`src/rtl/vga_sync_gen.sv`:
```
// VGA sync generator: pixel enable, free-running x/y, registered syncs, video_on decode.
// x/y/hsync/vsync update together on the p_tick edge; video_on is combinational; no backpressure.
module vga_sync_gen #(
    parameter int CLK_DIV = 4,
    parameter int H_DISP  = 640,
    parameter int H_FP    = 16,
    parameter int H_SYNC  = 96,
    parameter int H_BP    = 48,
    parameter int V_DISP  = 480,
    parameter int V_FP    = 10,
    parameter int V_SYNC  = 2,
    parameter int V_BP    = 33
) (
    input  logic       clk,
    input  logic       reset,
    output logic       p_tick,
    output logic [9:0] x,
    output logic [9:0] y,
    output logic       video_on,
    output logic       hsync,
    output logic       vsync
);

    localparam int H_TOTAL = H_DISP + H_FP + H_SYNC + H_BP;
    localparam int V_TOTAL = V_DISP + V_FP + V_SYNC + V_BP;
    localparam int DIV_W   = (CLK_DIV > 1) ? $clog2(CLK_DIV) : 1;

    localparam logic [DIV_W-1:0] DIV_LAST = DIV_W'(CLK_DIV - 1);
    localparam logic [9:0] H_LAST   = 10'(H_TOTAL - 1);
    localparam logic [9:0] V_LAST   = 10'(V_TOTAL - 1);
    localparam logic [9:0] H_VIS    = 10'(H_DISP);
    localparam logic [9:0] V_VIS    = 10'(V_DISP);
    localparam logic [9:0] HS_FIRST = 10'(H_DISP + H_FP);
    localparam logic [9:0] HS_LAST  = 10'(H_DISP + H_FP + H_SYNC - 1);
    localparam logic [9:0] VS_FIRST = 10'(V_DISP + V_FP);
    localparam logic [9:0] VS_LAST  = 10'(V_DISP + V_FP + V_SYNC - 1);

    logic [DIV_W-1:0] div;
    logic [9:0]       x_next;
    logic [9:0]       y_next;
    logic             hsync_next;
    logic             vsync_next;

    // Decoded from the divider register so the enable can never stretch.
    assign p_tick = (div == DIV_LAST);

    always_comb begin
        x_next = x;
        y_next = y;
        if (x == H_LAST) begin
            x_next = '0;
            y_next = (y == V_LAST) ? '0 : y + 10'd1;
        end else begin
            x_next = x + 10'd1;
        end
    end

    // Syncs are computed from the next counts so they land on the same edge as x/y.
    assign hsync_next = !((x_next >= HS_FIRST) && (x_next <= HS_LAST));
    assign vsync_next = !((y_next >= VS_FIRST) && (y_next <= VS_LAST));

    always_ff @(posedge clk or negedge reset) begin
        if (!reset) begin
            div   <= '0;
            x     <= '0;
            y     <= '0;
            hsync <= 1'b1;
            vsync <= 1'b1;
        end else begin
            div <= p_tick ? '0 : div + 1'b1;
            if (p_tick) begin
                x     <= x_next;
                y     <= y_next;
                hsync <= hsync_next;
                vsync <= vsync_next;
            end
        end
    end

    assign video_on = (x < H_VIS) && (y < V_VIS);

endmodule

```
`config.mk`:
```
export PLATFORM = sky130hd
export DESIGN_NAME = vga_sync_gen
export DESIGN_NICKNAME = d
export VERILOG_FILES = /design/src/rtl/vga_sync_gen.sv
export SDC_FILE = /design/constraint.sdc
export NUM_CORES = 1
export LEC_CHECK = 0
export CELL_PAD_IN_SITES_DETAIL_PLACEMENT = 0
export CELL_PAD_IN_SITES_GLOBAL_PLACEMENT = 1
export CORE_MARGIN = 2
export CORE_UTILIZATION = 45
export CTS_BUF_LIST = sky130_fd_sc_hd__clkbuf_4 sky130_fd_sc_hd__clkbuf_8
export DETAILED_ROUTE_END_ITERATION = 10
export PLACE_DENSITY = 0.95
export SLEW_MARGIN = 20
export SYNTH_ARGS = -nofsm -noshare
export SYNTH_HDL_FRONTEND = slang
export SYNTH_SLANG_ARGS = --single-unit
```
`constraint.sdc`:
```
create_clock -name clk -period 4.39 [get_ports clk]
set_clock_uncertainty 0.1 [all_clocks]
set_input_delay 0.6585 -clock clk [delete_from_list [all_inputs] [get_ports clk]]
set_output_delay 0.6585 -clock clk [all_outputs]
set_load 0.05 [all_outputs]
```
# Word-level counts from Yosys, hierarchy flattened
# Cells that the tools add are included.
[totals]
regBits = 24
ram_bits = 0
input_bits = 2
elab_cells = 26
memories = 0
romBits = 0
output_inout_bits = 24
latch_bits = 0
[classes]
n_reduce_logical = 5
n_div = 0
n_bitwise = 0
magnitude_cmp = 6
shifts = 0
multipliers = 0
n_eq_ne = 3
add_sub_neg = 3
n_mux = 4
[ops]
columns = ["operator", "count"]
rows = [
  ["10-bit 2-to-1 mux", 3],
  ["10-bit by 1-bit adder with 10-bit output (second input constant)", 2],
  ["10-bit == test (second input constant)", 2],
  ["10-bit greater-or-equal comparator (second input constant)", 1],
  ["10-bit by 9-bit greater-or-equal comparator with 1-bit output (second input constant)", 1],
  ["10-bit less-or-equal comparator (second input constant)", 1],
  ["10-bit by 9-bit less-or-equal comparator with 1-bit output (second input constant)", 1],
  ["10-bit < comparator (second input constant)", 1],
  ["10-bit by 9-bit < comparator with 1-bit output (second input constant)", 1],
  ["1-bit logical AND", 3],
  ["2-bit by 1-bit adder with 2-bit output (second input constant)", 1],
  ["2-bit == test (second input constant)", 1],
  ["1-bit zero test", 2],
  ["2-bit 2-to-1 mux", 1],
]

# Longest topological paths before layout
# Gate-level depths: netlist of run 1.
[depth]
word_depth = 6
depth_mapped = 9
mapped_depth_nobuf = 7

# Least setup slack after synthesis of run 1
# No wires, ideal clock.
[synth_path]
kind = "register to output"
startpoint = "register y[6]"
endpoint = "output video_on"
t_required_ns = 3.632
n_path_buf = 1
path_stages_with_launch = 5
path_slack_ns = 1.634
arrival_time_ns = 1.997
path_cell_list = "dfrtp_1 buf_6 nand2_1 nor2_1 nor3_1"
[synth_via]
elab_chain_cells = 2
[synth_lines]
columns = ["item", "line_no", "source"]
rows = [
  ["from (decl)", "18", "output logic [9:0] y,"],
  ["from (signal assigned)", "73", "y <= y_next;"],
  ["10-bit by 9-bit < comparator with 1-bit output", "80", "assign video_on = (x < H_VIS) && (y < V_VIS);"],
  ["1-bit logical AND", "80", ""],
  ["to (decl)", "19", "output logic video_on,"],
]
# No other way between the ends.

# Final worst setup path of run 1
[layout_path]
startpoint = "register div[0]"
endpoint = "output p_tick"
[layout_via]
elab_chain_cells = 1
[layout_lines]
columns = ["item", "line_no", "source"]
rows = [
  ["from (decl)", "38", "logic [DIV_W-1:0] div;"],
  ["from (signal assigned)", "70", "div <= p_tick ? '0 : div + 1'b1;"],
  ["2-bit == test", "45", "assign p_tick = (div == DIV_LAST);"],
  ["to (decl)", "16", "output logic p_tick,"],
]
# No other way between the ends.

==> impl_summary.log, run 1 <==
INFO  metric syn_avg_cell_area = about 9.2 µm²
INFO  metric combPwrFrac = under 10%
INFO  metric ys_types = 49
INFO  metric static-leakage-power = ~0.7 nW
INFO  metric clock_power_share = a little over two fifths
INFO  metric dp.final_hpwl = between 2 and 2.5 mm
INFO  metric detail_route.wl_per_cell = ~14 µm
INFO  metric post-route-drc-count = 0
INFO  metric timing.reg2reg.worst_path_depth = 6
INFO  metric time_the_final_worst_path_needs_with_i_o_delays_and_setup = roughly 3 ns
INFO  metric wl = between 3 and 4 mm
INFO  metric clkTransAtPathRegs = 0.13 ns
INFO  metric yosysWarnings = 0
INFO  metric die_width = approximately 63 µm
INFO  metric std_cell_rows = 21
INFO  metric detail_routed_via_count_per_cell = between 5 and 6
INFO  metric worst_ir_drop_vdd = about 0.16 mV
INFO  metric initial_utilization = 46.9%
INFO  metric cts_resized = 0
INFO  metric timing_worst_slew_pin_value = 0.702 ns
INFO  metric critPathMaxFanout = 20
INFO  metric htreeDepth = 1
INFO  metric fin_cells = approximately 240
INFO  metric endpoint_kind = output port
INFO  metric critPathLaunchType = register
INFO  metric power.density_cell_area = ~210 nW/µm²
INFO  metric dieArea = 4000 µm²
INFO  metric insertion_delay = approximately 0.33 ns
INFO  metric synth-seq-area-share = 38.2%
INFO  metric cts_root_buffer = sky130_fd_sc_hd__clkbuf_4
INFO  metric worstSetupPathType = reg -> out
INFO  metric cts_bufs_inserted = 3
INFO  metric grt_pass1_vias = around 1300
INFO  metric min_path_type = in -> async
INFO  metric required = approximately 3.6 ns
INFO  metric seqPwrFrac = 57.1%
INFO  metric synth_edf_count = 0
INFO  metric n_fill_cell = roughly 330
INFO  metric cts_hold_repair.buffers = 0
INFO  metric antenna_left = 0
INFO  metric track_usage = between 10% and 20%
INFO  metric antenna_violations_before_repair = 0
INFO  metric timing.final.hold_violations = 0
INFO  metric rsz0062_at_grt = no
INFO  metric global_route_wire_length_before_repair = approximately 5.9 mm
INFO  metric sw_frac_of_total = roughly a fifth
INFO  metric synthesized_netlist_cell_count = around 170
INFO  metric grt_overflow = 0
INFO  metric grt_max_degree = 25
INFO  metric count_of_buffers_inserted_at_the_top_level_ports = 25
INFO  metric max_freq = 335 MHz
INFO  metric crit_arrival = 2.23 ns
INFO  metric cts_tree = yes
INFO  metric area_growth_syn_to_layout = 16.3%
INFO  metric slew-limit-headroom = 53.2%
INFO  metric share_of_layout_cells_above_drive_strength_1 = about 8%
INFO  metric asyncSetResetFlopFracSynth = between 90% and 100%
INFO  metric clock_sinks = 24
INFO  metric gp_congestion = ~0.87
INFO  metric initialDrtViolationCount = approximately 100
INFO  metric firstDrtPassIters = 4
INFO  metric power_switching = around 0.000073 W
INFO  metric cap_viol_max_count = 0
INFO  metric setup-tns-final = 0 ns
INFO  metric setup_viol = 0
INFO  metric nNetsFinal = 198
INFO  metric synth_ff_type = sky130_fd_sc_hd__dfrtp_1
INFO  metric cell_count_after_placement = about 230
INFO  metric syn_area = ~1600 µm²
INFO  metric status = finished, final reports clean
INFO  metric dr_total_vias = between 1000 and 1500
INFO  metric chipHeight = 63.2 µm
INFO  metric clockBufferDepth = 2
INFO  metric area_inside_the_core_boundary = 3360 µm²
INFO  metric cts_setup_buffers = 0
INFO  metric totalPowerFinal = 0.000387 W
INFO  metric final_min_period_over_clock_period = about two thirds
INFO  metric postSynthRegisterBits = 24
INFO  metric top_level_port_count = 26
INFO  metric insertedDiodeCount = 0
INFO  metric internal_power_component = roughly 0.00031 W
INFO  metric postSynthNetCount = around 180
INFO  metric final_max_slew_viol_count = 0
[state kept, by name, indices dropped and copies added, names as in the netlist]
name and count:
div 2, hsync 1, vsync 1, x 10, y 10
[layout by cell type, fill, tap and decap left out, types with 2 or more instances in the layout]
master,Yosys,routed
sky130_fd_sc_hd__o31ai_1,4,4
sky130_fd_sc_hd__o21ai_0,4,4
sky130_fd_sc_hd__mux2_2,2,2
sky130_fd_sc_hd__nand2b_1,3,3
sky130_fd_sc_hd__or3_1,2,2
sky130_fd_sc_hd__and4_1,3,3
sky130_fd_sc_hd__and3_1,2,2
sky130_fd_sc_hd__nand4_1,3,3
sky130_fd_sc_hd__nand3b_1,3,3
sky130_fd_sc_hd__nor2b_1,3,3
sky130_fd_sc_hd__nand3_1,9,9
sky130_fd_sc_hd__dfrtp_1,22,22
sky130_fd_sc_hd__xnor2_1,5,5
sky130_fd_sc_hd__nor3_1,5,5
sky130_fd_sc_hd__a41oi_1,2,2
sky130_fd_sc_hd__nand2_1,20,20
sky130_fd_sc_hd__inv_1,7,7
sky130_fd_sc_hd__o41ai_1,2,2
sky130_fd_sc_hd__ha_1,5,5
sky130_fd_sc_hd__nor2_1,10,10
sky130_fd_sc_hd__a31oi_1,2,2
sky130_fd_sc_hd__dfstp_2,2,2
sky130_fd_sc_hd__a311o_1,2,2
sky130_fd_sc_hd__o21ai_1,12,12
sky130_fd_sc_hd__clkbuf_4,0,3
sky130_fd_sc_hd__a21oi_1,8,8
sky130_fd_sc_hd__clkdlybuf4s50_1,0,24
[cell families (layout without fill, tap and decap cells)]
group	count (synthesis)	count (layout)	synth area share (%)
simple gates	70	70	24.9
compound gates	46	46	19.6
flops	24	24	38.2
buf+inv	17	36	7.93
xor+xnor	6	6	3.33
fa+ha+maj	5	5	3.97
mux	3	3	2.06
[metal layers]
metal	track usage [%]	wire length, µm	share of wire (%)
met1	22.8	1470	43
met2	31.1	1710	51
met3	2.50	126	3.7
met4	8.15	76	2.2
met5	0	0	0
[power groups by stage]
stage / logic (W) / clock network, W / registers, W
4_1_cts: 0.00000527 / 0.000165 / 0.000221
2_1_floorplan: 0.000000000341 / 0 / 0.000225
6_report: 0.00000445 / 0.000162 / 0.000221
3_3_place_gp: 0.00000533 / 0 / 0.000225
5_1_grt: 0.00000531 / 0.000174 / 0.000221
3_5_place_dp: 0.00000525 / 0 / 0.000225
[cell type report]
class / instances / area [µm²] / area share [%]
multi-input cells: 130 / 850 / 46.3
flip-flops and latches: 24 / 603 / 32.9
repair buffers: 25 / 245 / 13.4
well taps: 46 / 57.6 / 3.14
clock inverters: 1 / 30.0 / 1.64
inverters: 7 / 26.3 / 1.43
clock buffers: 3 / 22.5 / 1.23
[Yosys cell counts (2+ instances only)]
master / instances / share of area (%)
sky130_fd_sc_hd__a311o_1: 2 / 1.3
sky130_fd_sc_hd__nand3_1: 9 / 2.9
sky130_fd_sc_hd__a31oi_1: 2 / 0.79
sky130_fd_sc_hd__nor2b_1: 3 / 1.2
sky130_fd_sc_hd__dfstp_2: 2 / 3.3
sky130_fd_sc_hd__a41oi_1: 2 / 1.1
sky130_fd_sc_hd__ha_1: 5 / 4.0
sky130_fd_sc_hd__o21ai_1: 12 / 3.8
sky130_fd_sc_hd__nand4_1: 3 / 1.2
sky130_fd_sc_hd__o41ai_1: 2 / 1.1
sky130_fd_sc_hd__o31ai_1: 4 / 1.9
sky130_fd_sc_hd__dfrtp_1: 22 / 35
sky130_fd_sc_hd__nor2_1: 10 / 2.4
sky130_fd_sc_hd__inv_1: 7 / 1.7
sky130_fd_sc_hd__or3_1: 2 / 0.79
sky130_fd_sc_hd__nand2_1: 20 / 4.8
sky130_fd_sc_hd__nor3_1: 5 / 1.6
sky130_fd_sc_hd__o21ai_0: 4 / 1.3
sky130_fd_sc_hd__a21oi_1: 8 / 2.5
sky130_fd_sc_hd__and4_1: 3 / 1.7
sky130_fd_sc_hd__xnor2_1: 5 / 2.8
sky130_fd_sc_hd__and3_1: 2 / 0.79
sky130_fd_sc_hd__nand2b_1: 3 / 1.2
sky130_fd_sc_hd__buf_6: 6 / 4.3
sky130_fd_sc_hd__nand3b_1: 3 / 1.4
sky130_fd_sc_hd__mux2_2: 2 / 1.4
[worst max-delay path, cell delays in order, from the launching register on]
cell	delay, ns
sky130_fd_sc_hd__dfrtp_1	0.37
sky130_fd_sc_hd__ha_1	0.61
sky130_fd_sc_hd__clkdlybuf4s50_1	0.93
[per-stage QoR]
| step | hold slack (ns) | instance area [µm²] | util (%) | worst slack, ns |
|---|---|---|---|---|
| finish | 0.191 | 1830 | 54.5 | 1.40 |
| global route | 0.210 | 1830 | 54.5 | 1.30 |
| CTS | 0.337 | 1840 | 54.7 | 1.40 |
| detailed placement | 0.319 | 1790 | 53.1 | 1.78 |
| global placement | 0.315 | 1790 | 53.1 | 1.80 |
| floorplan | 0.263 | 1580 | - | 1.63 |
[final timing paths]
path,from,slack (ns),to
max,div[0]$_DFF_PN0_,1.40,p_tick
min,reset,0.19,x[8]$_DFFE_PN0P_
max reg2reg,x[1]$_DFFE_PN0P_,1.76,y[6]$_DFFE_PN0P_
min reg2reg,div[0]$_DFF_PN0_,0.33,div[0]$_DFF_PN0_
max in group asynchronous,reset,3.63,vsync$_DFFE_PN1P_
min in group clk,div[0]$_DFF_PN0_,0.33,div[0]$_DFF_PN0_
Power figures use the tool's default switching activity.
==> inputs of run 2 (changes only) <==
--- a/config.mk
+++ b/config.mk
@@ -8,10 +8,10 @@
 export CELL_PAD_IN_SITES_DETAIL_PLACEMENT = 0
 export CELL_PAD_IN_SITES_GLOBAL_PLACEMENT = 1
 export CORE_MARGIN = 2
-export CORE_UTILIZATION = 45
+export CORE_UTILIZATION = 38
 export CTS_BUF_LIST = sky130_fd_sc_hd__clkbuf_4 sky130_fd_sc_hd__clkbuf_8
 export DETAILED_ROUTE_END_ITERATION = 10
-export PLACE_DENSITY = 0.95
+export PLACE_DENSITY = 0.87
 export SLEW_MARGIN = 20
 export SYNTH_ARGS = -nofsm -noshare
 export SYNTH_HDL_FRONTEND = slang
==> constraint.sdc (replaced) <==
create_clock -name clk -period 2.75 [get_ports clk]
set_clock_uncertainty 0.1 [all_clocks]
set_input_delay 0.4125 -clock clk [delete_from_list [all_inputs] [get_ports clk]]
set_output_delay 0.4125 -clock clk [all_outputs]
set_load 0.05 [all_outputs]
==> impl_summary.log, run 2 (synthesis results as in run 1) <==
INFO  metric antenna_violations_before_repair = 0
INFO  metric firstDrtPassIters = 4
INFO  metric dp.final_hpwl = roughly 2.4 mm
INFO  metric critPathCapture = video_on
INFO  metric die_width = between 60 and 70 µm
INFO  metric antenna_left = 0
INFO  metric power_switching = 0.000128 W
INFO  metric placedInstanceArea = ~1800 µm²
INFO  metric std_cell_rows = 23
INFO  metric insertedDiodeCount = 0
INFO  metric final_max_slew_viol_count = 0
INFO  metric dieArea = ~4700 µm²
INFO  metric nNetsFinal = roughly 200
INFO  metric detail_route.wl_per_cell = 13.9 µm
INFO  metric gp_congestion = 0.808
INFO  metric max_freq = 398 MHz
INFO  metric htreeDepth = 1
INFO  metric final_common_cell = sky130_fd_sc_hd__clkdlybuf4s50_1
INFO  metric cts_bufs_inserted = 3
INFO  metric global_route_wire_length_before_repair = around 5.7 mm
INFO  metric cp-startpoint = y[6]$_DFFE_PN0P_
INFO  metric clkTransAtPathRegs = ~0.09 ns
INFO  metric cts_resized = 0
INFO  metric timing.reg2reg.setup_slack = 0.32 ns
INFO  metric endpoint_kind = output port
INFO  metric grt_overflow = 0
INFO  metric r2r-end = y[4]$_DFFE_PN0P_
INFO  metric internal_power_component = around 0.00048 W
INFO  metric power.density_cell_area = around 330 nW/µm²
INFO  metric area_growth_syn_to_layout = 19.0%
INFO  metric seqPwrFrac = just under 60%
INFO  metric track_usage = about 16%
INFO  metric time_the_final_worst_path_needs_with_i_o_delays_and_setup = around 2.5 ns
INFO  metric timing.reg2reg.worst_path_depth = 7
INFO  metric n_fill_cell = a little under 400
INFO  metric count_of_buffers_inserted_at_the_top_level_ports = 25
INFO  metric sw_frac_of_total = about a fifth
INFO  metric timing.final.hold_violations = 0
INFO  metric insertion_delay = 0.27 ns
INFO  metric largest_registers_in_the_final_layout = x (10), y (10), div (2)
INFO  metric dp_worst_setup_slack = between 0.3 and 0.4 ns
INFO  metric layout.area.seq = slightly above 600 µm²
INFO  metric setup_viol = 0
INFO  metric cell_count_after_placement = 240
INFO  metric wl = 3.40 mm
INFO  metric detail_routed_via_count_per_cell = approximately 5.4
INFO  metric cap_viol_max_count = 0
INFO  metric final_cell_mix = sky130_fd_sc_hd__clkdlybuf4s50_1 (25), sky130_fd_sc_hd__dfrtp_1 (22), sky130_fd_sc_hd__nand2_1 (20)
INFO  metric critPathMaxFanout = 10
INFO  metric static-leakage-power = about 0.74 nW
INFO  metric chipHeight = around 68 µm
INFO  metric combPwrFrac = approximately 1.5%
INFO  metric status = finished, final reports clean
INFO  metric layout.cell_area.non_filler = 1880 µm²
INFO  metric timing_worst_slew_pin_value = approximately 0.51 ns
INFO  metric required = around 2.2 ns
INFO  metric crit_arrival = approximately 2.0 ns
INFO  metric rsz0062_at_grt = no
INFO  metric setup-tns-final = 0 ns
INFO  metric slew-limit-headroom = approximately 66%
INFO  metric share_of_layout_cells_above_drive_strength_1 = 9.28%
INFO  metric timing.rr.start = x[1]$_DFFE_PN0P_
INFO  metric multi_input_comb_area = about 850 µm²
INFO  metric final_min_period_over_clock_period = 91.4%
INFO  metric initial_utilization = about two fifths
INFO  metric grt_max_degree = 25
INFO  metric cts_hold_repair.buffers = 0
INFO  metric dr_total_vias = 1314
INFO  metric cts_root_buffer = sky130_fd_sc_hd__clkbuf_8
INFO  metric min_path_type = reg -> reg
INFO  metric post-route-drc-count = 0
INFO  metric grt_pass1_vias = about 1200
INFO  metric worst_ir_drop_vdd = about 0.17 mV
INFO  metric clock_sinks = 24
INFO  metric clock_power_share = between 40% and 50%
INFO  metric totalPowerFinal = 0.000611 W
INFO  metric fin_cells = 244
INFO  metric critPathLaunchType = register
INFO  metric clockBufferDepth = 2
INFO  metric cts_tree = yes
INFO  metric area_inside_the_core_boundary = between 4000 and 5000 µm²
INFO  metric worstSetupPathType = reg -> out
INFO  metric top_level_port_count = 26
INFO  metric initialDrtViolationCount = about 70
INFO  metric postLayoutSetupSlackWorst = ~0.24 ns
INFO  metric cts_setup_buffers = 0
-- run 2: cell count changes in the layout (fill, tap and decap cells not counted) --
cell and delta:
sky130_fd_sc_hd__buf_4 +4, sky130_fd_sc_hd__buf_2 -1, sky130_fd_sc_hd__clkdlybuf4s50_1 +1, sky130_fd_sc_hd__clkbuf_8 +4
sky130_fd_sc_hd__clkbuf_4 -3, sky130_fd_sc_hd__bufinv_16 -1
-- run 2: worst min path at each step --
stage	cells after the start	from	end	slack, ns
global placement	1	div[0]$_DFF_PN0_	div[0]$_DFF_PN0_	0.32
finish	1	div[0]$_DFF_PN0_	div[0]$_DFF_PN0_	0.34
detailed placement	1	div[0]$_DFF_PN0_	div[0]$_DFF_PN0_	0.33
global route	1	div[0]$_DFF_PN0_	div[0]$_DFF_PN0_	0.36
CTS	1	div[0]$_DFF_PN0_	div[0]$_DFF_PN0_	0.34
floorplan	0	reset	div[0]$_DFF_PN0_	0.02
-- run 2: power groups by stage --
stage | clock [W] | combinational, W | sequential [W]
3_3_place_gp | 0 | 0.00000975 | 0.000360
2_1_floorplan | 0 | 0.000000000341 | 0.000360
4_1_cts | 0.000255 | 0.00000993 | 0.000353
3_5_place_dp | 0 | 0.00000991 | 0.000360
6_report | 0.000249 | 0.00000919 | 0.000353
5_1_grt | 0.000272 | 0.0000107 | 0.000353
-- run 2: cell type report --
class / instances / share of cell area, %
multi-input combinational: 130 / 45.3
sequential: 24 / 32.1
timing repair buffer: 29 / 14.9
tap: 50 / 3.33
clock buffer: 4 / 2.93
inverter: 7 / 1.40
-- run 2: through the flow --
step	util, %	hold slack, ns
global placement	45.5	0.322
finish	46.9	0.337
detailed placement	45.5	0.329
floorplan	-	0.0169
CTS	46.9	0.343
global route	46.9	0.362
-- run 2: layer usage --
layer / part of all wire, % / up-vias / track usage, %
met2: 47 / 27 / 23.9
li1: - / 665 / -
met4: 0.56 / 0 / 3.75
met5: 0 / - / 0
met3: 3.3 / 2 / 1.48
met1: 49 / 620 / 24.6
-- run 2: worst max-delay path: stages, from the launching register on --
cell	delay (ns)
sky130_fd_sc_hd__dfrtp_1	0.51
sky130_fd_sc_hd__nand2_1	0.13
sky130_fd_sc_hd__nor2_1	0.09
sky130_fd_sc_hd__nor3_1	0.18
sky130_fd_sc_hd__clkdlybuf4s50_1	0.83
